### config.mk
export PLATFORM = sky130hd
export DESIGN_NAME = writeback_arbiter_flat
export DESIGN_NICKNAME = d
export VERILOG_FILES = /design/src/rtl/writeback_arbiter_pkg.sv /design/src/rtl/writeback_arbiter_if.sv /design/src/rtl/writeback_arbiter_rr_arbiter2.sv /design/src/rtl/writeback_arbiter.sv /design/src/flat_wrapper.sv
export SDC_FILE = /design/constraint.sdc
export NUM_CORES = 1
export LEC_CHECK = 0
export ABC_AREA = 1
export CORE_MARGIN = 10
export CORE_UTILIZATION = 44
export CTS_BUF_LIST = sky130_fd_sc_hd__clkbuf_8
export DETAILED_ROUTE_END_ITERATION = 10
export GPL_ROUTABILITY_DRIVEN = 0
export HOLD_SLACK_MARGIN = 0.15
export PLACE_DENSITY = 0.88
export SETUP_SLACK_MARGIN = 0.05
export SLEW_MARGIN = 20
export SYNTH_ARGS = -nofsm -noshare
export SYNTH_HDL_FRONTEND = slang
export SYNTH_SLANG_ARGS = --single-unit
### constraint.sdc
create_clock -name i_clk -period 2.2 [get_ports i_clk]
set_clock_uncertainty 0.2 [all_clocks]
set_input_delay 0.44 -clock i_clk [delete_from_list [all_inputs] [get_ports i_clk]]
set_output_delay 0.44 -clock i_clk [all_outputs]
set_load 0.05 [all_outputs]
### src/rtl/writeback_arbiter_pkg.sv
// Shared types for the GPR write-back path: register select, write request
// and round-robin pointer encoding.
package wb_pkg;

    localparam int unsigned NUM_REGS    = 32;
    localparam int unsigned L2_NUM_REGS = 5;
    localparam int unsigned WORD_SIZE   = 32;

    typedef logic [L2_NUM_REGS-1:0] reg_sel_t;
    typedef logic [WORD_SIZE-1:0]   word_t;

    typedef struct packed {
        reg_sel_t sel;
        word_t    data;
    } wb_req_t;

    typedef enum logic {
        RR_A = 1'b0,
        RR_B = 1'b1
    } rr_ptr_t;

endpackage

### src/rtl/writeback_arbiter_if.sv
// Producer handshakes, issue notification, GPR load port and pending scoreboard
// bundled between the producers/issue logic (master) and the arbiter (slave).
interface writeback_arbiter_if #(
    parameter int unsigned num_regs    = wb_pkg::NUM_REGS,
    parameter int unsigned l2_num_regs = wb_pkg::L2_NUM_REGS
);
    logic                          i_a_valid;
    logic                          o_a_ready;
    logic [l2_num_regs-1:0]        i_a_sel;
    logic [wb_pkg::WORD_SIZE-1:0]  i_a_data;
    logic                          i_b_valid;
    logic                          o_b_ready;
    logic [l2_num_regs-1:0]        i_b_sel;
    logic [wb_pkg::WORD_SIZE-1:0]  i_b_data;
    logic                          i_issue;
    logic [l2_num_regs-1:0]        i_issue_sel;
    logic                          o_load_gpr;
    logic [l2_num_regs-1:0]        o_load_gpr_sel;
    logic [wb_pkg::WORD_SIZE-1:0]  o_load_gpr_data;
    logic [num_regs-1:0]           o_pending;

    modport slave (
        input  i_a_valid, i_a_sel, i_a_data,
        input  i_b_valid, i_b_sel, i_b_data,
        input  i_issue, i_issue_sel,
        output o_a_ready, o_b_ready,
        output o_load_gpr, o_load_gpr_sel, o_load_gpr_data, o_pending
    );

    modport master (
        output i_a_valid, i_a_sel, i_a_data,
        output i_b_valid, i_b_sel, i_b_data,
        output i_issue, i_issue_sel,
        input  o_a_ready, o_b_ready,
        input  o_load_gpr, o_load_gpr_sel, o_load_gpr_data, o_pending
    );
endinterface

### src/rtl/writeback_arbiter_rr_arbiter2.sv
// Two-requester round-robin arbiter: one-hot grant, pointer flips to the
// other requester after every grant and holds when idle.
module rr_arbiter2
    import wb_pkg::*;
(
    input  logic       clk,
    input  logic       rst_n,
    input  logic [1:0] req,
    output logic [1:0] grant
);
    rr_ptr_t ptr;

    // Grant gated by reset so no ready can leak out while reset is asserted.
    always_comb begin
        grant = '0;
        if (rst_n) begin
            if (req[0] && (!req[1] || ptr == RR_A)) begin
                grant = 2'b01;
            end else if (req[1]) begin
                grant = 2'b10;
            end
        end
    end

    always_ff @(posedge clk or negedge rst_n) begin
        if (!rst_n) begin
            ptr <= RR_A;
        end else if (grant[0]) begin
            ptr <= RR_B;
        end else if (grant[1]) begin
            ptr <= RR_A;
        end
    end
endmodule

### src/rtl/writeback_arbiter.sv
// Write-back arbiter: round-robin between ALU and LSU results into the single
// GPR write port, plus a pending-write scoreboard for RAW stall detection.
module writeback_arbiter
    import wb_pkg::*;
#(
    parameter int unsigned num_regs    = NUM_REGS,
    parameter int unsigned l2_num_regs = L2_NUM_REGS
) (
    input  logic                i_clk,
    input  logic                i_rst_n,
    writeback_arbiter_if.slave  wb
);
    logic [1:0]             grant;
    logic                   granted;
    wb_req_t                gnt_req;
    logic [l2_num_regs-1:0] gnt_sel;
    logic [num_regs-1:0]    pend_nxt;

    rr_arbiter2 u_rr (
        .clk   (i_clk),
        .rst_n (i_rst_n),
        .req   ({wb.i_b_valid, wb.i_a_valid}),
        .grant (grant)
    );

    assign wb.o_a_ready = grant[0];
    assign wb.o_b_ready = grant[1];
    assign granted      = |grant;
    assign gnt_req      = grant[0] ? '{sel: wb.i_a_sel, data: wb.i_a_data}
                                   : '{sel: wb.i_b_sel, data: wb.i_b_data};
    assign gnt_sel      = gnt_req.sel;

    // Clear before set so an issue to the register being retired wins.
    always_comb begin
        pend_nxt = wb.o_pending;
        if (granted && gnt_sel != '0) begin
            pend_nxt[gnt_sel] = 1'b0;
        end
        if (wb.i_issue && wb.i_issue_sel != '0) begin
            pend_nxt[wb.i_issue_sel] = 1'b1;
        end
        pend_nxt[0] = 1'b0;
    end

    always_ff @(posedge i_clk or negedge i_rst_n) begin
        if (!i_rst_n) begin
            wb.o_load_gpr      <= 1'b0;
            wb.o_load_gpr_sel  <= '0;
            wb.o_load_gpr_data <= '0;
            wb.o_pending       <= '0;
        end else begin
            wb.o_load_gpr <= granted && (gnt_sel != '0);
            if (granted) begin
                wb.o_load_gpr_sel  <= gnt_sel;
                wb.o_load_gpr_data <= gnt_req.data;
            end
            wb.o_pending <= pend_nxt;
        end
    end
endmodule

### src/flat_wrapper.sv
// flat-port wrapper written by rule: the top's interface ports become plain ports
module writeback_arbiter_flat import wb_pkg::*;
#(
    parameter int unsigned num_regs    = NUM_REGS,
    parameter int unsigned l2_num_regs = L2_NUM_REGS
)
  (i_clk, i_rst_n, wb_i_a_valid, wb_i_a_sel, wb_i_a_data, wb_i_b_valid, wb_i_b_sel, wb_i_b_data, wb_i_issue, wb_i_issue_sel, wb_o_a_ready, wb_o_b_ready, wb_o_load_gpr, wb_o_load_gpr_sel, wb_o_load_gpr_data, wb_o_pending);
  writeback_arbiter_if #(.num_regs(num_regs), .l2_num_regs(l2_num_regs)) wb_i ();
  input  logic i_clk;
  input  logic i_rst_n;
  input wire logic [$bits(wb_i.i_a_valid)-1:0] wb_i_a_valid;
  input wire logic [$bits(wb_i.i_a_sel)-1:0] wb_i_a_sel;
  input wire logic [$bits(wb_i.i_a_data)-1:0] wb_i_a_data;
  input wire logic [$bits(wb_i.i_b_valid)-1:0] wb_i_b_valid;
  input wire logic [$bits(wb_i.i_b_sel)-1:0] wb_i_b_sel;
  input wire logic [$bits(wb_i.i_b_data)-1:0] wb_i_b_data;
  input wire logic [$bits(wb_i.i_issue)-1:0] wb_i_issue;
  input wire logic [$bits(wb_i.i_issue_sel)-1:0] wb_i_issue_sel;
  output wire logic [$bits(wb_i.o_a_ready)-1:0] wb_o_a_ready;
  output wire logic [$bits(wb_i.o_b_ready)-1:0] wb_o_b_ready;
  output wire logic [$bits(wb_i.o_load_gpr)-1:0] wb_o_load_gpr;
  output wire logic [$bits(wb_i.o_load_gpr_sel)-1:0] wb_o_load_gpr_sel;
  output wire logic [$bits(wb_i.o_load_gpr_data)-1:0] wb_o_load_gpr_data;
  output wire logic [$bits(wb_i.o_pending)-1:0] wb_o_pending;
  assign wb_i.i_a_valid = wb_i_a_valid;
  assign wb_i.i_a_sel = wb_i_a_sel;
  assign wb_i.i_a_data = wb_i_a_data;
  assign wb_i.i_b_valid = wb_i_b_valid;
  assign wb_i.i_b_sel = wb_i_b_sel;
  assign wb_i.i_b_data = wb_i_b_data;
  assign wb_i.i_issue = wb_i_issue;
  assign wb_i.i_issue_sel = wb_i_issue_sel;
  assign wb_o_a_ready = wb_i.o_a_ready;
  assign wb_o_b_ready = wb_i.o_b_ready;
  assign wb_o_load_gpr = wb_i.o_load_gpr;
  assign wb_o_load_gpr_sel = wb_i.o_load_gpr_sel;
  assign wb_o_load_gpr_data = wb_i.o_load_gpr_data;
  assign wb_o_pending = wb_i.o_pending;
  writeback_arbiter #(.num_regs(num_regs), .l2_num_regs(l2_num_regs)) u_core (.i_clk(i_clk), .i_rst_n(i_rst_n), .wb(wb_i));
endmodule
# == Word level (Yosys, flattened, before mapping) ==
# Index checks and enable logic that the tools add are counted.
# classes
bitwise_logic,4
order_cmp,4
n_reduce_logical,11
muxes,12
# ops
operator,n
$mux W32,2
$mux W37,1
$and A32 B32 Y32,1
$not A32 Y32,1
$or A32 B32 Y32,1
$lt A5 B6 Y1 const B,2
$demux W1 S5,2
$ge A5 B1 Y1 const B,2
$reduce_bool A5 Y1,2
$mux W2,3
$logic_and A1 B1 Y1,5
$mux W1,4
$reduce_bool A2 Y1,1
$reduce_or A2 Y1,1
$logic_not A1 Y1,1
$logic_or A1 B1 Y1,1
$not A1 Y1,1
# totals
word_cells,36
ff_bits,70
out_inout_bits,72

# == Logic depth before layout (Yosys ltp) ==
# Gate-level depths: netlist of run 1.
# depth
word_depth,15
mapped_depth,12

# == By module ==
# Synthesis of run 1 repeated with hierarchy kept, for this count alone.
# unflattened
hier_cells,468
area_unflattened_um2,3497.1
# modules_own_cells
module,area_each_um2,instances,seq_area_each_um2,cells_per_inst
writeback_arbiter,3443.3,1,1726.7,460
rr_arbiter2,53.8,1,25.0,8

# == Worst setup path after synthesis of run 1 ==
# No wires, ideal clock.
# synth_timing
path_kind,in2reg
from,in i_rst_n
to,reg u_core.wb.o_load_gpr_data[10]
stages,6
setup_slack_ns,-0.375
t_required_ns,1.878
n_path_buf,1
arrival_time_ns,2.253
cell_sequence,buf_4 nand2_1 a21oi_1 clkinv_1 o22ai_1 nor2_1
# synth_via
elab_chain_len,2
word_cells_on_any_way,3
cone_classes,mux: 2; reduce/logical: 1
# synth_rtl
item,line,text
from (decl),flat_wrapper.sv:10,input logic i_rst_n;
$mux W2,writeback_arbiter_rr_arbiter2.sv:16,if (rst_n) begin
named net wb_o_b_ready,flat_wrapper.sv:20,output wire logic [$bits(wb_i.o_b_ready)-1:0] wb_o_b_ready;
$reduce_or A2 Y1,writeback_arbiter.sv:28,assign granted = |grant;
to (signal assigned),writeback_arbiter.sv:55,wb.o_load_gpr_data <= gnt_req.data;
to (decl),writeback_arbiter_if.sv:27,"output o_load_gpr, o_load_gpr_sel, o_load_gpr_data, o_pending"
# The timed path passes the listed nets, and every way through them passes these cells.
# A chain may end at the register's enable or synchronous reset.

# == Final worst setup path of run 1 ==
# layout_timing
from,reg u_core.wb.o_load_gpr
to,out wb_o_load_gpr
# layout_rtl
item,line,text
from (decl),writeback_arbiter_if.sv:27,
from (signal assigned),writeback_arbiter.sv:52,wb.o_load_gpr <= granted && (gnt_sel != '0);
to (decl),flat_wrapper.sv:21,output wire logic [$bits(wb_i.o_load_gpr)-1:0] wb_o_load_gpr;
# No word-level cell between the ends.

==> flow_summary.rst, run 1 <==
.. list-table::
   :header-rows: 1

   * - Metric
     - Value
   * - CP Max Fanout
     - 1
   * - Area of the die
     - 12,200 µm²
   * - Class of the most critical hold timing path
     - reg -> reg
   * - Overall fraction of global-route tracks in use
     - 19.9%
   * - Global-route track usage on met1
     - 22.4%
   * - Delay contributed by the slowest stage of the critical path
     - 0.80 ns
   * - Share of the synthesized netlist area taken by xor and xnor gates
     - 0%
   * - Number of detailed-routing iterations run before antenna repair
     - 5
   * - Count of flip-flops with a built-in enable after synthesis
     - 0
   * - Register-to-register setup slack
     - 0.26 ns
   * - Initial core utilization
     - 44.7%
   * - Hold Path Cell Cnt
     - 2
   * - Share of the clock period used by the worst path
     - 96.1%
   * - Vias after detailed routing
     - 3,932
   * - Most frequent cells after synthesis
     - sky130_fd_sc_hd__nand2_1 (162), sky130_fd_sc_hd__dfrtp_1 (70), sky130_fd_sc_hd__o21ai_0 (53)
   * - Vias/cell
     - 5.14
   * - Accumulated negative setup slack
     - 0 ns
   * - Synthesis-stage register bit count
     - 70
   * - Max-cap violation count
     - 0
   * - Final slew viol count
     - 0
   * - DR iter-0 viols
     - 470
   * - Hold Vio Cnt, Final
     - 0
   * - Layout overhead on the synthesized area
     - 53.7%
   * - Cell variety after synth
     - 26
   * - Total of buffers placed on input and output ports
     - 154
   * - Maximum number of pins on one net before global-route repair
     - 33
   * - Critical path, cell by cell
     - clkdlybuf4s50_1
   * - RSZ-0062 raised after global routing
     - true
   * - Required time at the worst-slack endpoint
     - 1.56 ns
   * - Residual DRC count
     - 0
   * - Synth Cell Area
     - 3620 µm²
   * - Met3 usage in global routing
     - 6.55%
   * - Fraction of layout instances using a drive strength above 1
     - 14.5%
   * - Final setup violation count
     - 0
   * - Initial antenna violation count
     - 0
   * - Simple-gate share of the synthesized area
     - 33.2%
   * - Global routing met2 resource utilization
     - 34.6%
   * - First-pass GRT wire length
     - 20.2 mm
   * - Cells after synthesis
     - 478
   * - Number of diodes
     - 0
   * - Via count of the first global-routing pass
     - 3,929
   * - Fraction of registers with async set or reset after synthesis
     - 100%
   * - Area share of the largest cell type after synthesis
     - 48.4%
   * - Worst Reg-to-Reg Cells
     - 9
   * - Leakage power total
     - 2.69 nW
   * - Clock-pin slew on the worst setup and hold paths
     - 0.08 ns
   * - Syn_nets
     - 562
   * - Adder-Cell Fraction of Synth Area
     - 0%
   * - CTS tree
     - yes
   * - Total area of multi-input combinational cells
     - 1580 µm²
   * - CTS H-tree lvls
     - 3
   * - Utilization after layout
     - 68.7%
   * - Antenna viol nets, final
     - 0
   * - Dominant combinational cell family by area after synthesis
     - simple AND/OR/NAND/NOR gates
   * - Period minus WS final
     - 2.11 ns
   * - Actual slew at the worst max-slew pin
     - 0.538 ns
   * - Commonest register cell after synthesis
     - sky130_fd_sc_hd__dfrtp_1
   * - FF/Latch Area
     - 1750 µm²
   * - Buffers and inverters on the worst path
     - 1
   * - # fillers
     - 676
   * - Total detailed-routing wirelength
     - 12.8 mm
   * - Clock sinks
     - 70
   * - Startpoint type of the worst setup path
     - flip-flop
   * - I/O pin count
     - 156
   * - Overflow left after global routing
     - 0
   * - Status
     - complete, no violations
   * - Post-synthesis area per instance
     - 7.57 µm²
   * - Die span in x
     - 111 µm
   * - Max Buffers Root-to-Sink
     - 2
   * - Busiest layer in global routing
     - met2
   * - Clock latency on the worst-skew pair
     - 0.34 ns
   * - Compound-Gate Fraction of Synth Area
     - 10.1%
   * - Power per Cell Area
     - 927 nW/µm²
   * - Count of warnings emitted by yosys
     - 0
   * - Wirelength per Cell
     - 16.7 µm
   * - Crit end category
     - output pin
   * - Fraction of the yosys area taken by sequential cells
     - 48.4%
   * - Share of synthesized area spent on multiplexers
     - 0%
   * - Core Area
     - 8090 µm²
   * - CP arrival
     - 1.47 ns
   * - Main area contributors after synthesis
     - sky130_fd_sc_hd__dfrtp_1 (48%), sky130_fd_sc_hd__nand2_1 (17%), sky130_fd_sc_hd__o21ai_0 (7.3%)
   * - Largest area contributor in the synthesized netlist
     - sky130_fd_sc_hd__dfrtp_1
   * - Peak clock frequency supported by timing
     - 473 MHz
   * - HPWL reported at the end of detailed placement
     - 9.87 mm
   * - Stages on the worst setup path
     - 1
   * - VDD IR max
     - 0.484 mV
   * - Leading cell type by number of instances after synthesis
     - sky130_fd_sc_hd__nand2_1
   * - Overall die height
     - 111 µm
   * - Number of clock buffers inserted by TritonCTS
     - 9
   * - Hold Slack
     - 0.270 ns
   * - Max transition margin
     - 64.3%
   * - CP max stage cell
     - sky130_fd_sc_hd__clkdlybuf4s50_1
   * - Buffer cell driving the clock tree root
     - sky130_fd_sc_hd__clkbuf_8
   * - Worst path top cell family by delay
     - buffers and inverters
   * - Total Nets Final
     - 739
   * - Critical path class
     - reg -> out
   * - Floorplan row count
     - 33
routing by layer:
layer	up-vias	share of wire [%]	wire, µm
li1	1879	-	-
met1	1823	39	4940
met2	199	51	6530
met3	31	8.1	1030
met4	0	2.1	263
met5	-	0	0
cell families (layout without fill, tap and decap cells):
| logic type | count (synthesis) | count (layout) |
|---|---|---|
| AND/OR/NAND/NOR | 278 | 278 |
| AO/OA/AOI/OAI | 66 | 66 |
| flip-flops | 70 | 70 |
| other | 1 | 1 |
| buffers and inverters | 63 | 245 |
cells in the final DEF, fill, tap and decap left out, types with 2 or more instances in the layout:
| master | count |
|---|---|
| sky130_fd_sc_hd__nand2_4 | 5 |
| sky130_fd_sc_hd__dlygate4sd2_1 | 43 |
| sky130_fd_sc_hd__nand2_1 | 161 |
| sky130_fd_sc_hd__o22ai_1 | 9 |
| sky130_fd_sc_hd__o21ai_0 | 53 |
| sky130_fd_sc_hd__o21ai_4 | 2 |
| sky130_fd_sc_hd__clkdlybuf4s50_1 | 82 |
| sky130_fd_sc_hd__dlymetal6s2s_1 | 2 |
| sky130_fd_sc_hd__inv_1 | 40 |
| sky130_fd_sc_hd__nand4_1 | 8 |
| sky130_fd_sc_hd__nand2_2 | 10 |
| sky130_fd_sc_hd__buf_4 | 57 |
| sky130_fd_sc_hd__dfrtp_1 | 70 |
| sky130_fd_sc_hd__nor2_1 | 47 |
| sky130_fd_sc_hd__clkbuf_8 | 10 |
| sky130_fd_sc_hd__clkinv_2 | 2 |
| sky130_fd_sc_hd__buf_12 | 3 |
| sky130_fd_sc_hd__bufinv_16 | 2 |
| sky130_fd_sc_hd__nand3_1 | 35 |
| sky130_fd_sc_hd__nor3_1 | 9 |
what timing repair did:
item                                    4_1_cts  5_1_grt
hold buffers                                  1        0
gates resized for setup                      45        2
hold endpoints to repair                     70        0
endpoints found under the setup margin       44       20
setup buffers                                 3        0
through the flow:
stage / power [mW] / setup WS, ns / cells / area, µm²
floorplan: 3.19 / 0.0619 / 478 / 3620
global placement: 4.12 / -0.171 / 745 / 5350
detailed placement: 4.17 / -0.251 / 745 / 5350
CTS: 5.18 / 0.0505 / 765 / 5550
global route: 5.38 / -0.00278 / 765 / 5560
finish: 5.15 / 0.0862 / 765 / 5560
report_power, final:
part           switching (mW)  leakage, nW  internal, mW
registers               0.169        0.814          1.57
clock network           0.477        0.119         0.657
logic                    1.61         1.76         0.663
final cells by class:
type                            count  area share, %
Multi-Input combinational cell    345           28.5
Tap cell                          105           2.36
Inverter                           41           2.81
Sequential cell                    70           31.5
Clock inverter                      6           1.40
Clock buffer                       10           2.48
Timing Repair Buffer              188           30.9
registers in the layout, summed over array words and instances (netlist names):
signal and count:
u_core.u_rr.ptr 1, u_core.wb.o_load_gpr 1, u_core.wb.o_load_gpr_data 32, u_core.wb.o_load_gpr_sel 5, u_core.wb.o_pending 31
worst paths after layout:
check / start / endpoint
max: u_core.wb.o_load_gpr$_DFF_PN0_ / wb_o_load_gpr
min: u_core.wb.o_pending[10]$_DFF_PN0_ / u_core.wb.o_pending[10]$_DFF_PN0_
max reg2reg: u_core.u_rr.ptr$_DFFE_PN0P_ / u_core.wb.o_pending[18]$_DFF_PN0_
min reg2reg: u_core.wb.o_pending[10]$_DFF_PN0_ / u_core.wb.o_pending[10]$_DFF_PN0_
max in group asynchronous: i_rst_n / u_core.wb.o_pending[23]$_DFF_PN0_
min in group asynchronous: i_rst_n / u_core.wb.o_load_gpr_data[2]$_DFFE_PN0P_
Power figures use the tool's default switching activity.
==> inputs of run 2 (changes only) <==
Settings changed: SLEW_MARGIN 20 to unset.
==> results of run 2 <==
Final layout, timing and power as in run 1 (identical DEF).
